File: config.mk
export PLATFORM = sky130hd
export DESIGN_NAME = flush_arbiter
export DESIGN_NICKNAME = d
export VERILOG_FILES = /design/src/rtl/flush_arbiter.sv
export SDC_FILE = /design/constraint.sdc
export NUM_CORES = 1
export LEC_CHECK = 0
export ABC_AREA = 0
export CORE_UTILIZATION = 31
export DETAILED_ROUTE_END_ITERATION = 8
export GPL_TIMING_DRIVEN = 0
export PLACE_DENSITY = 0.9
export SYNTH_ARGS = -nofsm -noshare
export SYNTH_HDL_FRONTEND = slang
export SYNTH_SLANG_ARGS = --single-unit
File: constraint.sdc
create_clock -name clk -period 2.3 [get_ports clk]
set_clock_uncertainty 0.05 [all_clocks]
set_input_delay 0.345 -clock clk [delete_from_list [all_inputs] [get_ports clk]]
set_output_delay 0.345 -clock clk [all_outputs]
set_load 0.01 [all_outputs]
File: src/rtl/flush_arbiter.sv
// flush_arbiter: priority flush arbitration for the core front end.
// Source 0 has the highest priority. The winning request kills the pipeline in
// the same cycle and its target is held as a redirect until IF accepts it.
// Optional build macro: ZCRV_FLUSH_CNT_EN enables the saturating accepted-redirect
// counter on flush_cnt. Without it, flush_cnt is tied to zero.

`ifndef ZCRV_ADDR_SIZE
`define ZCRV_ADDR_SIZE 32
`endif

module flush_arbiter #(
  parameter int ADDR_W = `ZCRV_ADDR_SIZE,
  parameter int NSRC   = 4,
  parameter int SRC_W  = $clog2(NSRC)
) (
  input  logic                   clk,
  input  logic                   rst_n,
  input  logic [NSRC-1:0]        flush_req,
  input  logic [NSRC*ADDR_W-1:0] flush_addr,
  output logic                   flush_to_pipeline,
  output logic [ADDR_W-1:0]      flush_pc_comb,
  output logic                   redir_valid,
  input  logic                   redir_ready,
  output logic [ADDR_W-1:0]      redir_pc,
  output logic [SRC_W-1:0]       redir_src,
  output logic [31:0]            flush_cnt
);

  typedef enum logic {
    IDLE = 1'b0,
    PEND = 1'b1
  } state_e;

  state_e              state_q;
  logic                redir_valid_q;
  logic [ADDR_W-1:0]   redir_pc_q;
  logic [SRC_W-1:0]    redir_src_q;

  logic                any_req;
  logic [SRC_W-1:0]    win;
  logic [ADDR_W-1:0]   win_pc;
  logic                handshake;

  // Priority pick: scan from the lowest priority upward so index 0 wins last.
  always_comb begin
    any_req = |flush_req;
    win     = '0;
    win_pc  = '0;
    for (int i = NSRC - 1; i >= 0; i--) begin
      if (flush_req[i]) begin
        win    = SRC_W'(i);
        win_pc = flush_addr[i*ADDR_W +: ADDR_W];
      end
    end
  end

  assign flush_to_pipeline = any_req;
  assign flush_pc_comb     = win_pc;
  assign handshake         = redir_valid_q & redir_ready;

  // Redirect FSM; lower-priority requests during PEND are dropped because the
  // pending flush already kills the instructions that raised them.
  always_ff @(posedge clk or negedge rst_n) begin
    if (!rst_n) begin
      state_q       <= IDLE;
      redir_valid_q <= 1'b0;
      redir_pc_q    <= '0;
      redir_src_q   <= '0;
    end else begin
      case (state_q)
        IDLE: begin
          if (any_req) begin
            state_q       <= PEND;
            redir_valid_q <= 1'b1;
            redir_pc_q    <= win_pc;
            redir_src_q   <= win;
          end
        end
        PEND: begin
          if (any_req && (win <= redir_src_q)) begin
            redir_pc_q  <= win_pc;
            redir_src_q <= win;
          end else if (redir_ready) begin
            state_q       <= IDLE;
            redir_valid_q <= 1'b0;
          end
        end
        default: begin
          state_q       <= IDLE;
          redir_valid_q <= 1'b0;
        end
      endcase
    end
  end

  assign redir_valid = redir_valid_q;
  assign redir_pc    = redir_pc_q;
  assign redir_src   = redir_src_q;

`ifdef ZCRV_FLUSH_CNT_EN
  logic [31:0] flush_cnt_q;

  // Saturating count of completed redirect handshakes.
  always_ff @(posedge clk or negedge rst_n) begin
    if (!rst_n) begin
      flush_cnt_q <= '0;
    end else if (handshake && (flush_cnt_q != 32'hFFFF_FFFF)) begin
      flush_cnt_q <= flush_cnt_q + 32'd1;
    end
  end

  assign flush_cnt = flush_cnt_q;
`else
  logic unused_hs;
  assign unused_hs = handshake;
  assign flush_cnt = '0;
`endif

endmodule

Word level (Yosys, flattened, before mapping) --
Index checks and enable logic that the tools add are counted.
Storage, ports and cells: register bits 36, input bits 135, word-level logic and storage cells 36
Operators by class: magnitude comparators 1, equal/unequal tests 4, muxes and demuxes 22, bitwise gates (word level) 1, reductions and logical operators 4
Operator list (number):
- $mux W32 | 6
- $pmux W32 S2 | 1
- $mux W2 | 6
- $mux W1 | 6
- $ne A2 B2 Y1 const B | 3
- $pmux W1 S2 | 2
- $pmux W2 S2 | 1
- $reduce_or A4 Y1 | 1
- $reduce_and A3 Y1 | 1
- $le A2 B2 Y1 | 1
- $ne A2 B1 Y1 const B | 1
- $reduce_and A2 Y1 | 1
- $logic_and A1 B1 Y1 | 1
- $not A1 Y1 | 1

Longest topological paths before layout --
Gate-level depths: netlist (run 1).
depth after elaboration 8, mapped depth 11, depth with buffers taken out 7

Worst setup path after synthesis (run 1) --
No wires, ideal clock.
kind in2reg, start input port flush_req[2], end register redir_pc_q[14], in the netlist redir_pc[14], setup time 0.125 ns, arrival time 2.180 ns, required time 2.125 ns, setup slack -0.054 ns, stages 11, path buffers 4, cells stage by stage buf_4 > nor2b_1 > buf_6 > buf_4 > o21ai_0 > ha_1 > nand2_1 > o211ai_1 > nand2_2 > buf_4 > mux2_2
Between the ends: word-level cells in the longest chain between the ends 7
Ends and longest elaborated chain:
- start, declared | line 18 | input logic [NSRC-1:0] flush_req,
- $mux W2 (3 in a row) | line 50 | if (flush_req[i]) begin
- $le A2 B2 Y1 | line 80 | if (any_req && (win <= redir_src_q)) begin
- $logic_and A1 B1 Y1 | line 80
- $ne A2 B1 Y1 (no line)
- $reduce_and A2 Y1 (no line)
- end signal, assigned | line 75 | redir_pc_q <= win_pc;
- end signal, assigned | line 81 | redir_pc_q <= win_pc;
- end, declared | line 36 | logic [ADDR_W-1:0] redir_pc_q;
Parallel ways exist; a longest one is shown, timed or not. The select of a mux whose other input is x is not followed. A chain may end at the register's enable or synchronous reset.

Final worst setup path (run 1) --
start input port flush_req[1], end output port flush_pc_comb[29]
Between the ends: word-level cells in the longest chain between the ends 2
Ends and longest elaborated chain:
- $mux W32 (2 in a row) | line 50
- end, declared | line 21 | output logic [ADDR_W-1:0] flush_pc_comb,
No other way between the ends.

==> flow_summary.json, run 1 <==
{
  "synth-simple-area-share_pct": 7.22,
  "max_freq_mhz": 445,
  "rsz_0062_raised_after_global_routing": "true",
  "finalSetupViolations": 0,
  "yosysSeqAreaShare_pct": 34.9,
  "finalHoldViolCount": 0,
  "worst-slew-pin-transition_ns": 0.839,
  "fin_hold_ws_ns": 0.113,
  "detail_route.drc_violations": 0,
  "largest_net_degree_at_the_start_of_global_routing": 37,
  "post_synth_xor_area_fraction_pct": 0,
  "vias_per_cell": 4.92,
  "grt_pass1_vias": 3071,
  "vdd.ir_drop.worst_v": 0.000534,
  "antenna_left": 0,
  "crit_path_end_kind": "primary output",
  "gr-total-overflow": 0,
  "cts_made_buffers": 5,
  "core_area_um2": 7890,
  "critPathKind": "in2out",
  "worst_ep_required_time_ns": 1.90,
  "drv.max_cap_violation_count": 0,
  "firstDrtPassIters": 5,
  "ant_diodes": 0,
  "synth-seq-cells": 36,
  "slew_viol_final": 0,
  "mappedNetlistArea_um2": 2580,
  "synth.area.mux_share_pct": 14.3,
  "die_height_um": 93.3,
  "slew_headroom_pct": 44.1,
  "floorplan.initialDensity_pct": 32.7,
  "pwr_density_cell_nw_per_um2": 840,
  "cp.arrival_ns": 1.85,
  "syn-instance-count": 243,
  "fp.dieArea_um2": 8700,
  "cts.sinks": 36,
  "start_kind": "input port",
  "placement.io_buffers": 201,
  "gp_routability_congestion": 0.785,
  "total_area_of_multi_input_combinational_cells_um2": 1460,
  "finalCritPeriodShare_pct": 97.6,
  "netlist-cell-type-count": 28,
  "avgRoutedWirePerCell_um": 17.3,
  "min_delay_path_class": "in2async",
  "combinational_family_with_the_most_area_after_synthesis": "compound AO/OA/AOI/OAI gates",
  "cts_h_tree_lvls": 2,
  "crit_fanout": 10,
  "via_count": 2970,
  "run_status": "finished clean",
  "dpl.hpwl_mm": 7.78,
  "ports_placed_on_the_boundary": 235,
  "std_cell_rows": 32,
  "first_iter_violations": 60,
  "tritoncts": "yes",
  "share_of_post_route_cells_with_drive_strength_above_1_pct": 30.7,
  "floorplan.die.width_um": 93.3,
  "cts.clk_slew.worst_paths_ns": 0.07,
  "track_usage_pct": 23.2,
  "grt_pass1_wl_mm": 15.4,
  "setup_total_negative_slack_ns": 0,
  "clock_latency_late_sink_ns": 0.28,
  "post_synth_fa_ha_maj_area_fraction_pct": 0.969,
  "antenna_found_initial": 0,
  "fillerInstances": 609,
  "clock_tree.root_cell": "sky130_fd_sc_hd__clkbuf_8",
  "yosys_warnings": 0,
  "leakagePower_nw": 2.31,
  "postRouteWirelength_mm": 10.5,
  "synth-compound-area-share_pct": 26.4,
  "area_growth_syn_to_layout_pct": 106,
  "design_power_total_mw": 4.47,
  "register_to_register_path_setup_slack_ns": 0.28,
  "max-clock-path-buffers": 2,
  "ff_latch_area_um2": 901,
  "nNetsFinal": 639,
  "post-route-min-period_ns": 2.25,
  "post_synth.cell_area_avg_um2": 10.6
}
[sequential cells by signal, summed over array words and instances, names as in the netlist]
signal / flops
state_q: 1
redir_src: 2
redir_pc: 32
redir_valid: 1
[worst max-delay path, stage by stage]
cell and delay, ns:
sky130_fd_sc_hd__buf_8 0.11, sky130_fd_sc_hd__or2_1 0.23, sky130_fd_sc_hd__buf_6 0.13, sky130_fd_sc_hd__buf_4 0.13, sky130_fd_sc_hd__buf_6 0.14, sky130_fd_sc_hd__a221oi_2 0.17, sky130_fd_sc_hd__nor2_1 0.10, sky130_fd_sc_hd__clkdlybuf4s50_1 0.48
[power by group]
group	internal, mW	total [mW]	switching [mW]
Clock	0.267	0.484	0.217
Combinational	1.82	2.86	1.04
Sequential	0.957	1.12	0.166
[synth_stat cells]
| cell type | n | share of area, % |
|---|---|---|
| sky130_fd_sc_hd__nor2_1 | 34 | 4.9 |
| sky130_fd_sc_hd__nand2b_1 | 1 | 0.24 |
| sky130_fd_sc_hd__buf_6 | 8 | 3.5 |
| sky130_fd_sc_hd__a21oi_1 | 3 | 0.58 |
| sky130_fd_sc_hd__inv_1 | 4 | 0.58 |
| sky130_fd_sc_hd__mux2i_1 | 1 | 0.39 |
| sky130_fd_sc_hd__clkbuf_1 | 3 | 0.44 |
| sky130_fd_sc_hd__dfrtp_1 | 36 | 35 |
| sky130_fd_sc_hd__ha_1 | 2 | 0.97 |
| sky130_fd_sc_hd__nor3_1 | 1 | 0.19 |
| sky130_fd_sc_hd__o21ai_0 | 2 | 0.39 |
| sky130_fd_sc_hd__nand3b_1 | 1 | 0.29 |
| sky130_fd_sc_hd__nand2_1 | 2 | 0.29 |
| sky130_fd_sc_hd__a31oi_1 | 1 | 0.24 |
| sky130_fd_sc_hd__conb_1 | 1 | 0.15 |
| sky130_fd_sc_hd__a22oi_1 | 1 | 0.29 |
| sky130_fd_sc_hd__buf_1 | 1 | 0.15 |
| sky130_fd_sc_hd__nand2_2 | 1 | 0.24 |
| sky130_fd_sc_hd__buf_2 | 5 | 0.97 |
| sky130_fd_sc_hd__o211ai_1 | 1 | 0.29 |
| sky130_fd_sc_hd__o22ai_1 | 31 | 7.5 |
| sky130_fd_sc_hd__nor3b_1 | 1 | 0.29 |
| sky130_fd_sc_hd__or2_1 | 1 | 0.24 |
| sky130_fd_sc_hd__a221oi_2 | 27 | 16 |
| sky130_fd_sc_hd__buf_4 | 36 | 10 |
| sky130_fd_sc_hd__nor2b_1 | 2 | 0.48 |
| sky130_fd_sc_hd__mux2_2 | 32 | 14 |
| sky130_fd_sc_hd__a221oi_1 | 4 | 1.4 |
[logic make-up after synthesis]
kind of cell,after synthesis
muxes,33
AOI/OAI and AO/OA,70
and+or+nand+nor,44
other,1
buffers and inverters,57
DFF,36
adders and majority gates,2
[what timing repair did]
action | 4_1_cts | 5_1_grt
pin swaps | 7 | 8
hold buffers | 0 | 0
buffers inserted | 11 | 6
resized for setup | 43 | 27
setup endpoints to repair | 68 | 53
gates cloned | 3 | 1
[path summary, 6_finish.rpt]
kind / from / endpoint / cells after the start
worst min-delay path: rst_n / redir_pc[27] / 1
min in group clk: state_q / redir_valid / 1
worst max register to register: redir_src[1] / redir_pc[17] / 8
worst min register to register: state_q / redir_valid / 1
max in group asynchronous: rst_n / redir_pc[12] / 1
worst max-delay path: flush_req[1] / flush_pc_comb[29] / 8
[layout make-up]
type	count	share of cell area, %
well taps	102	2.40
repair buffers	221	42.5
flip-flops and latches	36	16.9
plain buffers	53	8.54
inverters	4	0.282
clock buffers	7	1.81
multi-input cells	181	27.5
[per-layer routing]
| metal | GRT usage (%) | share of wire (%) |
|---|---|---|
| met3 | 6.26 | 8.5 |
| met5 | 0 | 0 |
| met1 | 25.3 | 39 |
| met2 | 43.6 | 51 |
| met4 | 6.15 | 1.3 |
[through the flow]
stage	std cells	instance area, µm²	utilization [%]	setup slack [ns]
after floorplan	274	2710	-	0.0219
after detailed placement	577	4840	61.4	-0.964
final	604	5320	67.4	0.0550
after global routing	604	5320	67.4	-0.00410
after CTS	597	5160	65.4	0.00382
after global placement	577	4850	61.4	-0.884
[layout by cell type (no fill, tap or decap), types with 4 or more instances in the layout]
cell / instances
sky130_fd_sc_hd__a221oi_1: 4
sky130_fd_sc_hd__a221oi_2: 27
sky130_fd_sc_hd__dlymetal6s2s_1: 8
sky130_fd_sc_hd__clkdlybuf4s50_1: 182
sky130_fd_sc_hd__buf_6: 10
sky130_fd_sc_hd__buf_2: 5
sky130_fd_sc_hd__nor2_2: 4
sky130_fd_sc_hd__dfrtp_1: 36
sky130_fd_sc_hd__clkbuf_8: 7
sky130_fd_sc_hd__buf_4: 49
sky130_fd_sc_hd__o22ai_1: 31
sky130_fd_sc_hd__mux2_2: 30
sky130_fd_sc_hd__dlygate4sd2_1: 7
sky130_fd_sc_hd__conb_1: 32
sky130_fd_sc_hd__inv_1: 4
sky130_fd_sc_hd__nor2_1: 29
Note: power is estimated with default switching activity, not from simulation.
==> run 2: changes to the inputs <==
REMOVE_ABC_BUFFERS = 1   (was not set)
==> run 2 against run 1 <==
  * Routed wire length up 1.3%
  * Critical path type is now in2reg
  * Global-route usage up 0.85 points
  * Clock power down 5.4%
  * Sequential share of layout area up 1.5 points
  * Count of clock-buffer cells in the layout up 1
  * Largest cell class unchanged
  * Register-to-register slack better by 0.06 ns
  * Highest routed layer unchanged
  * Sequential power about the same
  * Maximum frequency up 0.38%
  * Sequential cell count unchanged
==> flow_summary.json, run 2 (synthesis results as in run 1) <==
{
  "final_common_cell": "sky130_fd_sc_hd__clkdlybuf4s50_1",
  "crit_fanout": 7,
  "sequentialPowerShare_pct": 28.1,
  "design_area_um2": 4880,
  "first_iter_violations": 79,
  "crit_path_end_kind": "register",
  "std_cell_rows": 32,
  "cts.sinks": 36,
  "avgRoutedWirePerCell_um": 19.1,
  "worstReg2RegEnd": "redir_pc[8]",
  "worst-slew-pin-transition_ns": 0.815,
  "cp.arrival_ns": 2.35,
  "clock_latency_late_sink_ns": 0.28,
  "die_height_um": 93.3,
  "cts_h_tree_lvls": 2,
  "critical_path.cell_chain": "clkbuf_4, or2_4, buf_6, nor2_1, ha_1, nor2b_1, o211ai_1, buf_4, buf_6, nand2_8, mux2_4",
  "worst_path_largest_cell_delay_ns": 0.32,
  "met3_length_um": 961,
  "gr-total-overflow": 0,
  "vdd.ir_drop.worst_v": 0.000407,
  "detail_route.drc_violations": 0,
  "design_power_total_mw": 4.02,
  "placement.io_buffers": 202,
  "antenna_left": 0,
  "crit_path_start": "flush_req[0]",
  "pwr_density_cell_nw_per_um2": 822,
  "timing.critical_path.mode_cell": "sky130_fd_sc_hd__buf_6",
  "antenna_found_initial": 0,
  "grt_pass1_wl_mm": 15.6,
  "internal_power_mw": 2.61,
  "finalHoldViolCount": 0,
  "postRouteWirelength_mm": 10.6,
  "max_freq_mhz": 447,
  "largest_register_ff_count": 32,
  "dpl.hpwl_mm": 7.04,
  "placed_cells_incl_taps": 528,
  "register_to_register_path_setup_slack_ns": 0.34,
  "r2r-start": "redir_src[1]",
  "min_delay_path_class": "in2async",
  "core_area_um2": 7890,
  "worst_ep_required_time_ns": 2.41,
  "route.met2.wl_mm": 5.71,
  "via_count": 2826,
  "dpl-instance-area_um2": 4520,
  "tritoncts": "yes",
  "slew_headroom_pct": 45.7,
  "ant_diodes": 0,
  "ports_placed_on_the_boundary": 235,
  "power.net_switching_mw": 1.41,
  "route.layer.met1.wl_mm": 3.70,
  "area_growth_syn_to_layout_pct": 89.1,
  "setup_ws_ns": 0.0634,
  "most_frequent_cells_in_the_layout": "sky130_fd_sc_hd__clkdlybuf4s50_1 (175), sky130_fd_sc_hd__dfrtp_1 (36), sky130_fd_sc_hd__nor2_1 (32), sky130_fd_sc_hd__conb_1 (32)",
  "track_usage_pct": 24.0,
  "timing.reg2reg.worst_path_depth": 8,
  "worst_case_setup_slack_after_placement_ns": -1.54,
  "setup_total_negative_slack_ns": 0,
  "start_kind": "input port",
  "firstDrtPassIters": 4,
  "floorplan.die.width_um": 93.3,
  "nNetsFinal": 589,
  "finalSetupViolations": 0,
  "clock_tree.root_cell": "sky130_fd_sc_hd__clkbuf_8",
  "utilization_pct": 61.9,
  "end_point_of_the_critical_path": "redir_pc[8]",
  "share_of_post_route_cells_with_drive_strength_above_1_pct": 22.1,
  "power.combinational.fraction_pct": 60.5,
  "run_status": "finished clean",
  "layout.cells.non_filler": 555,
  "cts.clk_slew.worst_paths_ns": 0.07,
  "pwr-share-clk_pct": 11.4,
  "largest_net_degree_at_the_start_of_global_routing": 37,
  "maxUsedRoutingLayer": "met4",
  "rsz_0062_raised_after_global_routing": "false",
  "post-route-min-period_ns": 2.24,
  "vias_per_cell": 5.09,
  "timing.critical_path.slowest_stage_cell": "sky130_fd_sc_hd__mux2_4",
  "drv.max_cap_violation_count": 0,
  "switching_share_pct": 35.1,
  "floorplan.initialDensity_pct": 32.7,
  "critPathKind": "in2reg",
  "max-clock-path-buffers": 2,
  "gp_routability_congestion": 0.719,
  "grt_pass1_vias": 3030,
  "leakagePower_nw": 1.99,
  "cts_made_buffers": 5,
  "fp.dieArea_um2": 8700,
  "finalCritPeriodShare_pct": 97.2,
  "fin_hold_ws_ns": 0.104,
  "slew_viol_final": 0
}
-- run 2: changes by cell type in the layout (fill, tap and decap cells not counted), moves of 3 or more --
cell	delta
sky130_fd_sc_hd__buf_8	-3
sky130_fd_sc_hd__buf_2	-3
sky130_fd_sc_hd__dlymetal6s2s_1	-7
sky130_fd_sc_hd__dlygate4sd2_1	+14
sky130_fd_sc_hd__buf_4	-42
sky130_fd_sc_hd__clkdlybuf4s50_1	-7
sky130_fd_sc_hd__nor2_1	+3
sky130_fd_sc_hd__buf_6	-7
-- run 2: repair_timing --
| item | 4_1_cts | 5_1_grt |
|---|---|---|
| gates resized for setup | 44 | 14 |
| hold buffers | 0 | 0 |
| setup buffers | 11 | 1 |
| cloned | 7 | 0 |
| endpoints found under the setup margin | 68 | 47 |
| pin swaps | 4 | 1 |
-- run 2: power by group through the flow --
stage | Clock (mW) | Combinational (mW) | Sequential (mW)
after floorplan | 0 | 0.790 | 1.27
after global placement | 0 | 2.12 | 1.11
after detailed placement | 0 | 2.17 | 1.13
after CTS | 0.467 | 2.37 | 1.12
after global routing | 0.502 | 2.55 | 1.16
final | 0.458 | 2.43 | 1.13
-- run 2: layout make-up --
| type | instances | area (µm²) |
|---|---|---|
| fill | 646 | 3000 |
| timing repair buffer | 219 | 2260 |
| multi-input combinational | 185 | 1480 |
| sequential | 36 | 901 |
| tap | 102 | 128 |
| clock buffer | 8 | 90.1 |
| inverter | 4 | 18.8 |
| timing repair inverter | 1 | 7.51 |
-- run 2: critical path, delay by kind of cell --
kind	cells	cell delay (ns)
buf+inv	4	0.66
simple gates	4	0.59
fa+ha+maj	1	0.24
mux	1	0.32
compound gates	1	0.19
-- run 2: worst min-delay path by stage --
stage / from / to / slack (ns)
after floorplan: rst_n / redir_pc[0] / -0.0006
after global placement: state_q / redir_valid / 0.43
after detailed placement: rst_n / redir_pc[15] / 0.44
after CTS: rst_n / redir_pc[15] / 0.13
after global routing: rst_n / redir_pc[15] / 0.17
final: rst_n / redir_pc[15] / 0.10
-- run 2: metal layers --
metal / up-vias / global-route usage, %
met5: - / 0
met4: 0 / 8.72
met3: 16 / 7.32
met2: 185 / 47.5
met1: 1356 / 22.9
li1: 1269 / -
